**config.mk**
```make
export PLATFORM = sky130hd
export DESIGN_NAME = gru_gate_accum
export DESIGN_NICKNAME = d
export VERILOG_FILES = /design/src/rtl/gru_gate_accum.sv
export SDC_FILE = /design/constraint.sdc
export NUM_CORES = 1
export LEC_CHECK = 0
export ABC_AREA = 1
export CORE_UTILIZATION = 59
export DETAILED_ROUTE_END_ITERATION = 10
export GPL_ROUTABILITY_DRIVEN = 0
export PLACE_DENSITY = 0.83
export RECOVER_POWER = 50
export SLEW_MARGIN = 25
export SYNTH_ARGS = -nofsm -noshare
export SYNTH_HDL_FRONTEND = slang
export SYNTH_SLANG_ARGS = --single-unit
```
**constraint.sdc**
```tcl
create_clock -name clk -period 3.5 [get_ports clk]
set_input_delay 0.35 -clock clk [delete_from_list [all_inputs] [get_ports clk]]
set_output_delay 0.35 -clock clk [all_outputs]
set_load 0.05 [all_outputs]
```
**src/rtl/gru_gate_accum.sv**
```systemverilog
// Gate accumulator: sums TILES partial vectors plus bias, saturates to the lane
// width, applies a hard activation and hands the vector downstream over valid/ready.
module gru_gate_accum #(
    parameter int H          = 4,
    parameter int DATA_WIDTH = 8,
    parameter int ACC_WIDTH  = 16,
    parameter int TILES      = 4,
    parameter int ACT        = 0
) (
    input  logic                    clk,
    input  logic                    rst,
    input  logic                    in_valid,
    output logic                    in_ready,
    input  logic [0:H*DATA_WIDTH-1] in_data,
    input  logic [0:H*DATA_WIDTH-1] bias_in,
    output logic                    out_valid,
    input  logic                    out_ready,
    output logic [0:H*DATA_WIDTH-1] out_data,
    output logic                    busy
);

    localparam int CNT_W = $clog2(TILES + 1);
    localparam logic [CNT_W-1:0] LAST_CNT = CNT_W'(TILES - 1);

    // Q3.4 constants: 1.0 = 16, 0.5 = 8
    localparam logic signed [ACC_WIDTH-1:0] SAT_MAX = ACC_WIDTH'((1 << (DATA_WIDTH - 1)) - 1);
    localparam logic signed [ACC_WIDTH-1:0] SAT_MIN = ACC_WIDTH'(-(1 << (DATA_WIDTH - 1)));
    localparam logic signed [ACC_WIDTH-1:0] ONE     = ACC_WIDTH'(16);
    localparam logic signed [ACC_WIDTH-1:0] NEG_ONE = ACC_WIDTH'(-16);
    localparam logic signed [ACC_WIDTH-1:0] HALF    = ACC_WIDTH'(8);
    localparam logic signed [ACC_WIDTH-1:0] ZERO    = '0;

    typedef enum logic [1:0] {
        ST_IDLE,
        ST_ACCUM,
        ST_ACT,
        ST_OUT
    } state_t;

    state_t state;
    state_t next_state;

    logic                          in_fire;
    logic                          out_fire;
    logic [CNT_W-1:0]              cnt;
    logic signed [ACC_WIDTH-1:0]   acc      [H];
    logic signed [ACC_WIDTH-1:0]   in_ext   [H];
    logic signed [ACC_WIDTH-1:0]   bias_ext [H];
    logic [0:H*DATA_WIDTH-1]       act_vec;

    function automatic logic [DATA_WIDTH-1:0] activate(input logic signed [ACC_WIDTH-1:0] a);
        logic signed [ACC_WIDTH-1:0] s;
        logic signed [ACC_WIDTH-1:0] y;
        s = (a > SAT_MAX) ? SAT_MAX : ((a < SAT_MIN) ? SAT_MIN : a);
        y = s;
        if (ACT == 0) begin
            y = (s >>> 2) + HALF;
            y = (y > ONE) ? ONE : ((y < ZERO) ? ZERO : y);
        end else if (ACT == 1) begin
            y = (s > ONE) ? ONE : ((s < NEG_ONE) ? NEG_ONE : s);
        end
        return y[DATA_WIDTH-1:0];
    endfunction

    assign in_fire  = in_valid && in_ready;
    assign out_fire = out_valid && out_ready;

    always_comb begin
        act_vec = '0;
        for (int m = 0; m < H; m++) begin
            in_ext[m]   = ACC_WIDTH'(signed'(in_data[m*DATA_WIDTH +: DATA_WIDTH]));
            bias_ext[m] = ACC_WIDTH'(signed'(bias_in[m*DATA_WIDTH +: DATA_WIDTH]));
            act_vec[m*DATA_WIDTH +: DATA_WIDTH] = activate(acc[m]);
        end
    end

    always_ff @(posedge clk) begin
        if (rst) begin
            state <= ST_IDLE;
        end else begin
            state <= next_state;
        end
    end

    always_comb begin
        next_state = state;
        case (state)
            ST_IDLE: begin
                if (in_fire) begin
                    next_state = (TILES == 1) ? ST_ACT : ST_ACCUM;
                end
            end
            ST_ACCUM: begin
                if (in_fire && (cnt == LAST_CNT)) begin
                    next_state = ST_ACT;
                end
            end
            ST_ACT: begin
                next_state = ST_OUT;
            end
            ST_OUT: begin
                if (out_fire) begin
                    next_state = ST_IDLE;
                end
            end
            default: begin
                next_state = ST_IDLE;
            end
        endcase
    end

    // in_ready is a pure function of state, forced low while reset is held
    always_comb begin
        in_ready = 1'b0;
        busy     = 1'b0;
        if (!rst && ((state == ST_IDLE) || (state == ST_ACCUM))) begin
            in_ready = 1'b1;
        end
        if (state != ST_IDLE) begin
            busy = 1'b1;
        end
    end

    always_ff @(posedge clk) begin
        if (rst) begin
            for (int m = 0; m < H; m++) begin
                acc[m] <= '0;
            end
            cnt       <= '0;
            out_valid <= 1'b0;
            out_data  <= '0;
        end else begin
            case (state)
                ST_IDLE: begin
                    if (in_fire) begin
                        for (int m = 0; m < H; m++) begin
                            acc[m] <= bias_ext[m] + in_ext[m];
                        end
                        cnt <= CNT_W'(1);
                    end
                end
                ST_ACCUM: begin
                    if (in_fire) begin
                        for (int m = 0; m < H; m++) begin
                            acc[m] <= acc[m] + in_ext[m];
                        end
                        cnt <= cnt + 1'b1;
                    end
                end
                ST_ACT: begin
                    out_data  <= act_vec;
                    out_valid <= 1'b1;
                end
                ST_OUT: begin
                    // out_data is left untouched so it keeps its last value
                    if (out_fire) begin
                        out_valid <= 1'b0;
                    end
                end
                default: begin
                end
            endcase
        end
    end

endmodule

```
Yosys cells after proc, flatten, opt, wreduce, memory -nomap -nowiden
Memories as Yosys holds them, arrays and structs flattened.
Index checks and enable logic that the tools add are counted.
Word-level totals
  logic and storage cells: 107
  register bits: 38
  memories: 1
  RAM bits: 64
Memories
  acc: words 4, width 16, read ports 4, clocked after memory_dff 0, wr ports 4, line 46  | logic signed [ACC_WIDTH-1:0] acc [H];
Operators by class
  bitwise logic cells: 8
  add/sub/neg operators: 13
  reduce and logical (&&, ||, !) cells: 13
  muxes and demuxes: 44
  magnitude comparators: 16
  equal/unequal tests: 8
Operator list (count)
  $mux W16: 16
  $add A16 B8 Y16: 4
  $gt A16 B8 Y1 const B: 4
  $lt A16 B8 Y1 const B: 4
  $mux W8: 8
  $add A14 B5 Y15 const B: 4
  $gt A15 B6 Y1 const B: 4
  $lt A15 B1 Y1 const B: 4
  $add A8 B8 Y9: 4
  $mux W1: 12
  $ne A2 B2 Y1 const B: 4
  $or A1 B1 Y1: 8
  $pmux W2 S4: 1
  $mux W2: 3
  $mux W3: 2
  $pmux W3 S2: 1
  $reduce_and A3 Y1: 2
  $reduce_bool A2 Y1: 3
  $eq A2 B2 Y1 const B: 2
  $logic_and A1 B1 Y1: 4
  $add A3 B1 Y3 const B: 1
  $eq A3 B2 Y1 const B: 1
  $eq A2 B1 Y1 const B: 1
  $logic_not A2 Y1: 1
  4 further kinds: 4

Logic depth before layout (Yosys ltp)
  word-level depth: 11
  mapped depth: 20
  mapped depth without buffers: 20

Worst setup path after synthesis
No wires, ideal clock.
  kind: reg2reg
  start: register state[0]
  end: memory acc[1][12] (data pin)
  period minus slack after synthesis: 2.727 ns
  slack: 0.773 ns
  stages on the path, launching flop included: 12
  arrival time: 2.581 ns
  buffers on the path: 1
  cell sequence: dfxtp_1 inv_1 ha_1 inv_1 a21oi_2 nand2_1 nor2_2 inv_2 clkbuf_1 a21oi_1 o21ai_0 a21oi_1
RTL lines
  start: declaration: line 40  | state_t state;
  start signal: assignment: line 81  | state <= next_state;
  end: declaration: line 46

==> metrics.txt <==
status=finished, final reports clean; commonest non-fill, non-tap cell in the layout=nand2_1; first-pass GRT wire length=40000 um; Post-CTS Setup Bufs=0; Clock Tree Root=clkbuf_16; Worst Path Required=3.49 ns; Placement Cell Area=11000 um2; Final Slew Violations=0; initial antenna violation count=0; Routed WL per cell=14.4 um; Synth Register Bits=102; Overflow after GRT=0; # DRC=0; Synth Instances=1383; Antenna Cells=0; Tot Pwr=6.44 mW; routed via count=9716; RSZ-0062 raised after global routing=no; 1st-pass router iterations=5; design area=11200 um2; Die Span X=130 um; DR WL met3=1260 um; Max clock buf depth=2; Total Neg Setup Slack=0 ns; number of synthesized flops with an enable pin=64; Worst setup EP type=register; IO Count=103; fin nets=1665; crit path cell chain=clkdlybuf4s50_1 > clkbuf_1 > inv_1 > nand2_1; TritonCTS Buffers=9; Routed WL=24500 um; Worst Path Max Fanout=23; worst rel slew slack=18.2%; worst-skew pair later-pin latency=0.36 ns; largest net degree at the start of global routing=28; die height=130 um; R2R depth=9; Place WS=0.362 ns; power per cell area=572 nW/um2; CP startpoint kind=primary input; asr flop ratio synth=0%; WP data arrival=3.23 ns; full die area=17000 um2; CTS-repair resized insts=0; Clock transition at path regs=0.07 ns; Cell Area, Synth=9730 um2; Final setup viols=0; CTS Sinks=102; Distinct cells, synth=48; overall routing resource usage=29.5%; worst hold slack=0.436 ns; Hold Path Class=reg -> reg; Fmax achieved=309 MHz; Post-Synthesis Net Count=1566; kind of critical path=in -> reg; Starting Density=60.8%; Final Hold Viols=0; Util after Layout=70.3%; peak supply drop=0.371 mV; hold depth=2; # hold bufs at CTS=0; final worst-path setup slack=0.262 ns; fill count=1389; Crit path largest cell delay=0.91 ns; fin crit share=92.5%; register area=2680 um2; Leakage=5.28 nW; ANT nets after route=0; # rows=46; htree depth=3; placeable core area=16000 um2; Clock Skew=0.0118 ns; 1st-iter DRT viols=661; most frequent cells in the layout=329 x nand2_1, 147 x a21oi_1, 145 x inv_1, 138 x nor2_1, 107 x ha_1; register area share after synthesis=27.6%; Worst-Margin Slew=1.23 ns; Slowest cell on crit path=clkbuf_1; wl on met1=10700 um; number of port buffers=102; Synth Warn #=0; Max Cap Viol=0; WL met2=11900 um; fin cells=1703; DP Wirelength=19000 um; Multi-input gate area=6350 um2; Avg Inst Size Synth=7.03 um2; CTS tree=built; vias in the first global route=8921; area grow syn2layout=15.6%; top layer in use=met4; min Tclk post-route=3.24 ns; Cells after DPL=1687; share of cells above drive strength 1=5.45%; Vias per Instance=5.71; Synth Flop Type=edfxtp_1
[state kept, by name (all words and copies together) (netlist names)]
| signal | count |
|---|---|
| out_data | 32 |
| out_valid | 1 |
| acc | 64 |
| state | 2 |
| cnt | 3 |
[metal layers]
layer	vias to the layer above	track usage [%]
li1	4919	-
met1	4454	36.9
met4	0	10.8
met3	57	4.44
met5	-	0
met2	286	51.5
[cell usage after synthesis (all sizes together), types with 2 or more instances]
| cell type | number | area (um2) |
|---|---|---|
| fa | 8 | 160 |
| ha | 107 | 1340 |
| a21boi | 5 | 37.5 |
| clkbuf | 14 | 52.6 |
| o2111ai | 3 | 26.3 |
| a22o | 2 | 17.5 |
| or2 | 10 | 62.6 |
| nor2 | 159 | 672 |
| a211oi | 2 | 15.0 |
| o31ai | 4 | 30.0 |
| dfxtp | 38 | 761 |
| nand2 | 333 | 1260 |
| nand3b | 6 | 57.6 |
| o21bai | 2 | 15.0 |
| nand4 | 34 | 238 |
| xor2 | 13 | 114 |
| inv | 151 | 567 |
| a32o | 2 | 20.0 |
| o22ai | 11 | 68.8 |
| a31oi | 4 | 25.0 |
| edfxtp | 64 | 1920 |
| a21oi | 148 | 744 |
| o21ai | 108 | 574 |
| nand3 | 94 | 500 |
| clkinv | 3 | 11.3 |
| nor3 | 12 | 60.1 |
| a21o | 8 | 60.1 |
| o21a | 5 | 37.5 |
| buf | 8 | 61.3 |
| xnor2 | 20 | 175 |
[area by class of cell]
type                       count  share of cell area (%)
multi-input combinational   1105                    56.5
sequential                   102                    23.9
timing repair buffer         110                    9.53
inverter                     154                    5.14
tap                          216                    2.40
clock buffer                  10                    2.13
clock inverter                 6                   0.467
[where the power goes]
group          internal [mW]  switching [mW]  leakage (nW)
clock                  0.515           0.500         0.145
sequential              1.61           0.229         0.983
combinational           1.23            2.36          4.16
[cells by family (layout without fill, tap and decap cells)]
| family | Yosys count | in the layout | share of synthesized area (%) |
|---|---|---|---|
| buffers and inverters | 176 | 280 | 7.11 |
| DFF | 102 | 102 | 27.6 |
| adders and majority gates | 115 | 115 | 15.4 |
| AOI/OAI and AO/OA | 309 | 309 | 17.6 |
| and+or+nand+nor | 648 | 648 | 29.3 |
| xor gates and xnor gates | 33 | 33 | 2.97 |
[worst max-delay path: cells and delay by family]
kind          cells  cell delay [ns]
simple gates      1             0.77
buf+inv           3             2.08
[worst paths after layout]
kind	from	endpoint	slack, ns
hold reg to reg	out_data[10]	out_data[10]	0.44
setup reg to reg	state[0]	acc[1][10]	0.38
setup / recovery	rst	acc[1][3]	0.26
hold / removal	out_data[10]	out_data[10]	0.44
Note: power is estimated with default switching activity, not from simulation.
